`src/rtl/intersection_ctrl_if.sv`:
```
// Signal bundle between an intersection sequencer and its user: request and hold inputs, lamp, countdown and status outputs.
// Latency: wires only, no storage.
// Backpressure: none; the requests are level/pulse inputs that are sampled every cycle.
//
// Signals:
//   ped_req_ns, ped_req_ew : requests to serve NS / EW
//   hold                   : freezes the phase and the countdown while high
//   ns_* / ew_*            : lamp drives, one lamp per direction on at a time
//   clock                  : cycles remaining in the current phase
//   phase                  : current phase code
//   req_pend               : {ew_latched, ns_latched}
//
// Modports:
//   master : the driver / display side
//   slave  : the sequencer
interface intersection_ctrl_if;
  logic       ped_req_ns;
  logic       ped_req_ew;
  logic       hold;
  logic       ns_red;
  logic       ns_yellow;
  logic       ns_green;
  logic       ew_red;
  logic       ew_yellow;
  logic       ew_green;
  logic [7:0] clock;
  logic [2:0] phase;
  logic [1:0] req_pend;

  modport master (
    output ped_req_ns, ped_req_ew, hold,
    input  ns_red, ns_yellow, ns_green, ew_red, ew_yellow, ew_green,
    input  clock, phase, req_pend
  );

  modport slave (
    input  ped_req_ns, ped_req_ew, hold,
    output ns_red, ns_yellow, ns_green, ew_red, ew_yellow, ew_green,
    output clock, phase, req_pend
  );
endinterface

```
`src/rtl/intersection_ctrl.sv`:
```
// Six-phase two-direction traffic sequencer with all-red clearance, request latches and green shortening.
// Latency: a phase change appears one clk edge after the cycle that ends the phase; the lamps decode the registered state.
// Backpressure: none; hold freezes the phase and the countdown, and the request latches keep sampling.
//
// Ports:
//   clk   : system clock
//   rst_n : synchronous active-low reset that forces AR_B and clears both request latches
//   bus   : intersection_ctrl_if.slave (requests and hold in; lamps, clock, phase and req_pend out)
module intersection_ctrl #(
  parameter int GREEN_CNT  = 60,
  parameter int YELLOW_CNT = 5,
  parameter int ALLRED_CNT = 2,
  parameter int PED_CNT    = 10
) (
  input  logic                clk,
  input  logic                rst_n,
  intersection_ctrl_if.slave  bus
);

  // Phase codes. These codes also appear on the phase output.
  localparam logic [2:0] NS_G = 3'd0;
  localparam logic [2:0] NS_Y = 3'd1;
  localparam logic [2:0] AR_A = 3'd2;
  localparam logic [2:0] EW_G = 3'd3;
  localparam logic [2:0] EW_Y = 3'd4;
  localparam logic [2:0] AR_B = 3'd5;

  localparam logic [7:0] GREEN_V  = 8'(GREEN_CNT);
  localparam logic [7:0] YELLOW_V = 8'(YELLOW_CNT);
  localparam logic [7:0] ALLRED_V = 8'(ALLRED_CNT);
  localparam logic [7:0] PED_V    = 8'(PED_CNT);

  logic [2:0] state_q, state_d;
  logic [7:0] cnt_q,   cnt_d;
  logic       ns_lat_q, ns_lat_d;
  logic       ew_lat_q, ew_lat_d;

  logic       shorten;
  logic       enter_ns_g;
  logic       enter_ew_g;

  // Duration that is loaded on entry to a phase.
  function automatic logic [7:0] dur_of(input logic [2:0] s);
    case (s)
      NS_G, EW_G: dur_of = GREEN_V;
      NS_Y, EW_Y: dur_of = YELLOW_V;
      default:    dur_of = ALLRED_V;
    endcase
  endfunction

  // Fixed cycle order. An unused code falls back to the clearance phase.
  function automatic logic [2:0] succ(input logic [2:0] s);
    case (s)
      NS_G:    succ = NS_Y;
      NS_Y:    succ = AR_A;
      AR_A:    succ = EW_G;
      EW_G:    succ = EW_Y;
      EW_Y:    succ = AR_B;
      AR_B:    succ = NS_G;
      default: succ = AR_B;
    endcase
  endfunction

  // A live request counts as well as a latched one, so a one-cycle pulse shortens the green at once.
  // The cnt > PED_V guard keeps the countdown from increasing.
  always_comb begin
    shorten = 1'b0;
    if (cnt_q > PED_V) begin
      if (state_q == NS_G && (ew_lat_q || bus.ped_req_ew))
        shorten = 1'b1;
      if (state_q == EW_G && (ns_lat_q || bus.ped_req_ns))
        shorten = 1'b1;
    end
  end

  // Next-state and countdown logic.
  always_comb begin
    state_d = state_q;
    cnt_d   = cnt_q;
    if (state_q > AR_B) begin
      // Codes 6 and 7 go to clearance regardless of hold. This keeps the lamps in a safe state.
      state_d = AR_B;
      cnt_d   = ALLRED_V;
    end else if (!bus.hold) begin
      if (cnt_q <= 8'd1) begin
        state_d = succ(state_q);
        cnt_d   = dur_of(succ(state_q));
      end else if (shorten) begin
        cnt_d = PED_V;
      end else begin
        cnt_d = cnt_q - 8'd1;
      end
    end
  end

  // A latch is cleared on the edge that enters its own green. The clear wins over a set in the same cycle.
  assign enter_ns_g = (state_d == NS_G) && (state_q != NS_G);
  assign enter_ew_g = (state_d == EW_G) && (state_q != EW_G);

  always_comb begin
    ns_lat_d = ns_lat_q | (bus.ped_req_ns && (state_q != NS_G));
    ew_lat_d = ew_lat_q | (bus.ped_req_ew && (state_q != EW_G));
    if (enter_ns_g)
      ns_lat_d = 1'b0;
    if (enter_ew_g)
      ew_lat_d = 1'b0;
  end

  // State register.
  always_ff @(posedge clk) begin
    if (!rst_n) begin
      state_q  <= AR_B;
      cnt_q    <= ALLRED_V;
      ns_lat_q <= 1'b0;
      ew_lat_q <= 1'b0;
    end else begin
      state_q  <= state_d;
      cnt_q    <= cnt_d;
      ns_lat_q <= ns_lat_d;
      ew_lat_q <= ew_lat_d;
    end
  end

  // Output decode. Each direction has exactly one lamp on, and red is the fallback.
  always_comb begin
    bus.ns_red    = 1'b1;
    bus.ns_yellow = 1'b0;
    bus.ns_green  = 1'b0;
    bus.ew_red    = 1'b1;
    bus.ew_yellow = 1'b0;
    bus.ew_green  = 1'b0;
    case (state_q)
      NS_G: begin
        bus.ns_red   = 1'b0;
        bus.ns_green = 1'b1;
      end
      NS_Y: begin
        bus.ns_red    = 1'b0;
        bus.ns_yellow = 1'b1;
      end
      EW_G: begin
        bus.ew_red   = 1'b0;
        bus.ew_green = 1'b1;
      end
      EW_Y: begin
        bus.ew_red    = 1'b0;
        bus.ew_yellow = 1'b1;
      end
      default: ;
    endcase
  end

  assign bus.clock    = cnt_q;
  assign bus.phase    = state_q;
  assign bus.req_pend = {ew_lat_q, ns_lat_q};

endmodule
```
`src/flat_wrapper.sv`:
```
// flat-port wrapper written by rule: the top's interface ports become plain ports
module intersection_ctrl_flat 
#(
  parameter int GREEN_CNT  = 60,
  parameter int YELLOW_CNT = 5,
  parameter int ALLRED_CNT = 2,
  parameter int PED_CNT    = 10
)
  (clk, rst_n, bus_ped_req_ns, bus_ped_req_ew, bus_hold, bus_ns_red, bus_ns_yellow, bus_ns_green, bus_ew_red, bus_ew_yellow, bus_ew_green, bus_clock, bus_phase, bus_req_pend);
  intersection_ctrl_if bus_i ();
  input  logic clk;
  input  logic rst_n;
  input wire logic [$bits(bus_i.ped_req_ns)-1:0] bus_ped_req_ns;
  input wire logic [$bits(bus_i.ped_req_ew)-1:0] bus_ped_req_ew;
  input wire logic [$bits(bus_i.hold)-1:0] bus_hold;
  output wire logic [$bits(bus_i.ns_red)-1:0] bus_ns_red;
  output wire logic [$bits(bus_i.ns_yellow)-1:0] bus_ns_yellow;
  output wire logic [$bits(bus_i.ns_green)-1:0] bus_ns_green;
  output wire logic [$bits(bus_i.ew_red)-1:0] bus_ew_red;
  output wire logic [$bits(bus_i.ew_yellow)-1:0] bus_ew_yellow;
  output wire logic [$bits(bus_i.ew_green)-1:0] bus_ew_green;
  output wire logic [$bits(bus_i.clock)-1:0] bus_clock;
  output wire logic [$bits(bus_i.phase)-1:0] bus_phase;
  output wire logic [$bits(bus_i.req_pend)-1:0] bus_req_pend;
  assign bus_i.ped_req_ns = bus_ped_req_ns;
  assign bus_i.ped_req_ew = bus_ped_req_ew;
  assign bus_i.hold = bus_hold;
  assign bus_ns_red = bus_i.ns_red;
  assign bus_ns_yellow = bus_i.ns_yellow;
  assign bus_ns_green = bus_i.ns_green;
  assign bus_ew_red = bus_i.ew_red;
  assign bus_ew_yellow = bus_i.ew_yellow;
  assign bus_ew_green = bus_i.ew_green;
  assign bus_clock = bus_i.clock;
  assign bus_phase = bus_i.phase;
  assign bus_req_pend = bus_i.req_pend;
  intersection_ctrl #(.GREEN_CNT(GREEN_CNT), .YELLOW_CNT(YELLOW_CNT), .ALLRED_CNT(ALLRED_CNT), .PED_CNT(PED_CNT)) u_core (.clk(clk), .rst_n(rst_n), .bus(bus_i));
endmodule
```
`config.mk`:
```
export PLATFORM = sky130hd
export DESIGN_NAME = intersection_ctrl_flat
export DESIGN_NICKNAME = d
export VERILOG_FILES = /design/src/rtl/intersection_ctrl_if.sv /design/src/rtl/intersection_ctrl.sv /design/src/flat_wrapper.sv
export SDC_FILE = /design/constraint.sdc
export NUM_CORES = 1
export LEC_CHECK = 0
export BUFFER_PORTS_ARGS = -buffer_cell sky130_fd_sc_hd__buf_2
export CAP_MARGIN = 10
export CORE_AREA = 8 8 53 55
export DETAILED_ROUTE_END_ITERATION = 12
export DIE_AREA = 0 0 61 63
export PLACE_DENSITY = 0.71
export SYNTH_ARGS = -nofsm -noshare
export SYNTH_HDL_FRONTEND = slang
export SYNTH_SLANG_ARGS = --single-unit
export TNS_END_PERCENT = 20
```
`constraint.sdc`:
```
create_clock -name clk -period 4.4 [get_ports clk]
set_clock_uncertainty 0.15 [all_clocks]
set_input_delay 0.22 -clock clk [delete_from_list [all_inputs] [get_ports clk]]
set_output_delay 0.22 -clock clk [all_outputs]
set_load 0.03 [all_outputs]
```
==> results.toml <==
[outcome]
status = "complete, no violations"

[floorplanning]
num_rows = 17
io_pins = 24
chipHeight_um = 63
start_util = 0.441
die_x_um = 61
die-area_sq_um = 3840
core_area_sq_um = 2060

[sta]
worst_slew_pin_slew_ps = 737
finalMaxSlewViolations = 0
rsz0062_at_grt = "no"
hold_slack_ps = 5.62
max_freq_mhz = 407
tns_ps = 0
fin_ws_ps = 1950
hold_viol = 0
period_minus_slack_ps = 2450
slew-limit-headroom = 0.509
fin_crit_sh = 0.558
setup_viol = 0

[clocking]
cts_root_buffer = "clkbuf_4"
cts_buffers = 3
htree_levels = 1
cts_sinks = 13
ctsResizeCount = 0
worstSkewPairLatency_ps = 290
cts_hold_buf = 0
clock_path_buffers = 2
post-cts-setup-buffers = 0
cts.reportedPaths.clkPinSlew_ps = 90
cts_tree = "yes"

[min_path]
min_to = "u_core.bus.phase[2]"
hp-class = "in2reg"
min_path_cells = 2
worstHoldStart = "rst_n"

[synthesis]
syn_nets = 123
syn_inst = 115
syn_area_sq_um = 910
yosysWarnings = 0
ys_types = 41
synth-seq-cells = 13
synth_seq_area_share = 0.286
avgSynthCellArea_sq_um = 7.91

[setup_path]
reg2reg_depth = 5
cp_top_family = "simple AND/OR/NAND/NOR gates"
end_kind = "flop"
startpoint_type = "flop"
cp.arrival_ps = 2520
path_class = "reg2reg"
r2r_slack_ps = 1950
crit_fanout = 14
path_buf_inv = 0
path_cells = "or4_4 -> or4_1 -> nor4_2 -> a311oi_1 -> a211oi_1"
crit_slowest_cell = "or4_1"
max_stage_delay_ps = 750
worstReg2RegStart = "u_core.bus.clock[6]"
rr_endpoint = "u_core.bus.clock[0]"
worstPathRequired_ps = 4460

[place]
place_inst = 156
place_congestion = 0.772
dpl_worst_slack_ps = 1970
place_hpwl_um = 1610
portBuffers = 23

[drt]
first_pass_iters = 4
via_per_inst = 5.51
wl_um = 2220
first_iter_violations = 23
drc = 0
vias = 881
ant_nets = 0
wire_per_inst_um = 13.9

[finish]
final_common_cell = "buf_2"
final_cell_mix = "23 x buf_2, 13 x dfxtp_1, 10 x nor2_1, 10 x a21oi_1, 9 x nand2_1"
nFillCells = 216
instances_no_fill = 160
diodes = 0
syn_to_final_growth_pct = 13.5
drive_gt1_frac = 0.250
nets = 141

[global_route]
grt_pass1_vias = 842
grt_max_degree = 20
grt_overflow = 0
grt.total_usage = 0.123
antenna_found_initial = 0
grt_pass1_wl_um = 3760

[pwr]
p_per_area_nw_per_um2 = 485
p_leak_nw = 0.430
vdd_ir_drop_max_mv = 0.207

[job]
cap_violations = 0
-- where the power goes --
group          leakage, nW  total, mW  internal, mW  switching [mW]
Sequential           0.107      0.179         0.140          0.0388
Combinational        0.308      0.243        0.0913           0.152
Clock               0.0150     0.0781        0.0354          0.0428
Total                0.430      0.500         0.267           0.233
-- cell usage after synthesis (all sizes together) --
library cell | n | area (sq um)
nand4b | 1 | 8.76
a211o | 1 | 8.76
mux2i | 1 | 10.0
nor2 | 10 | 37.5
clkbuf | 6 | 22.5
xor2 | 2 | 17.5
nor4b | 2 | 23.8
nor2b | 6 | 37.5
inv | 3 | 11.3
and4 | 1 | 8.76
buf | 4 | 31.3
nor3b | 3 | 22.5
nor4 | 1 | 12.5
a31oi | 2 | 12.5
xnor2 | 1 | 8.76
a221o | 1 | 10.0
a211oi | 1 | 7.51
nand3 | 5 | 25.0
ha | 3 | 37.5
and3b | 2 | 17.5
o21a | 1 | 7.51
o211a | 2 | 20.0
dfxtp | 13 | 260
or4 | 2 | 18.8
a22oi | 1 | 7.51
o2bb2ai | 1 | 8.76
a311oi | 2 | 17.5
and2 | 2 | 12.5
mux2 | 1 | 11.3
nand2b | 1 | 6.26
o21ai | 6 | 30.0
a21oi | 10 | 50.1
nor3 | 6 | 40.0
nand2 | 9 | 33.8
or2 | 1 | 6.26
nand3b | 1 | 7.51
-- state kept, by name (all words and copies together) (netlist names) --
name	flops
u_core.bus.phase	3
u_core.bus.clock	8
u_core.ns_lat_q	1
u_core.ew_lat_q	1
-- metal layers --
metal | vias up | part of all wire | GRT usage
met5 | - | 0 | 0
met4 | 0 | 0.020 | 0.0612
met3 | 5 | 0.054 | 0.0288
met2 | 25 | 0.46 | 0.190
met1 | 405 | 0.47 | 0.151
li1 | 446 | - | -
-- logic make-up (layout without fill, tap and decap cells) --
logic type / count (synthesis) / count (layout) / synth area share
xor+xnor: 3 / 3 / 0.0289
compound gates: 28 / 28 / 0.198
mux: 2 / 2 / 0.0234
fa+ha+maj: 3 / 3 / 0.0413
simple gates: 53 / 53 / 0.351
buf+inv: 13 / 30 / 0.0715
flops: 13 / 13 / 0.286
-- stage by stage --
stage          area [sq um]   util  total power, mW
2_1_floorplan           910      -            0.378
3_3_place_gp           1010  0.488            0.419
3_5_place_dp           1010  0.488            0.424
4_1_cts                1030  0.500            0.502
5_1_grt                1030  0.500            0.532
6_report               1030  0.500            0.500
-- worst register-to-register path: stages, from the launching register on --
cell,delay (ps)
dfxtp_1,350
or4_4,560
or4_1,750
nor4_2,300
a311oi_1,80
a211oi_1,200
-- final cells by class --
class | instances | area (sq um) | area share
multi-input cells | 89 | 584 | 0.566
inverters | 3 | 11.3 | 0.0109
well taps | 28 | 35.0 | 0.0339
flip-flops and latches | 13 | 260 | 0.252
repair buffers | 23 | 115 | 0.112
clock buffers | 4 | 26.3 | 0.0255
-- how the worst max path moves through the flow --
stage	startpoint	end	depth (start not counted)	slack, ps
final	u_core.bus.clock[6]	u_core.bus.clock[0]	5	1950
after global routing	u_core.bus.clock[6]	u_core.bus.clock[0]	5	1840
after CTS	u_core.bus.clock[6]	u_core.bus.clock[0]	5	1950
after detailed placement	u_core.bus.clock[6]	u_core.bus.clock[0]	5	1970
after global placement	u_core.bus.clock[6]	u_core.bus.clock[0]	5	2040
after floorplan	u_core.bus.phase[0]	u_core.bus.clock[0]	6	1850
Note: power is estimated with default switching activity, not from simulation.
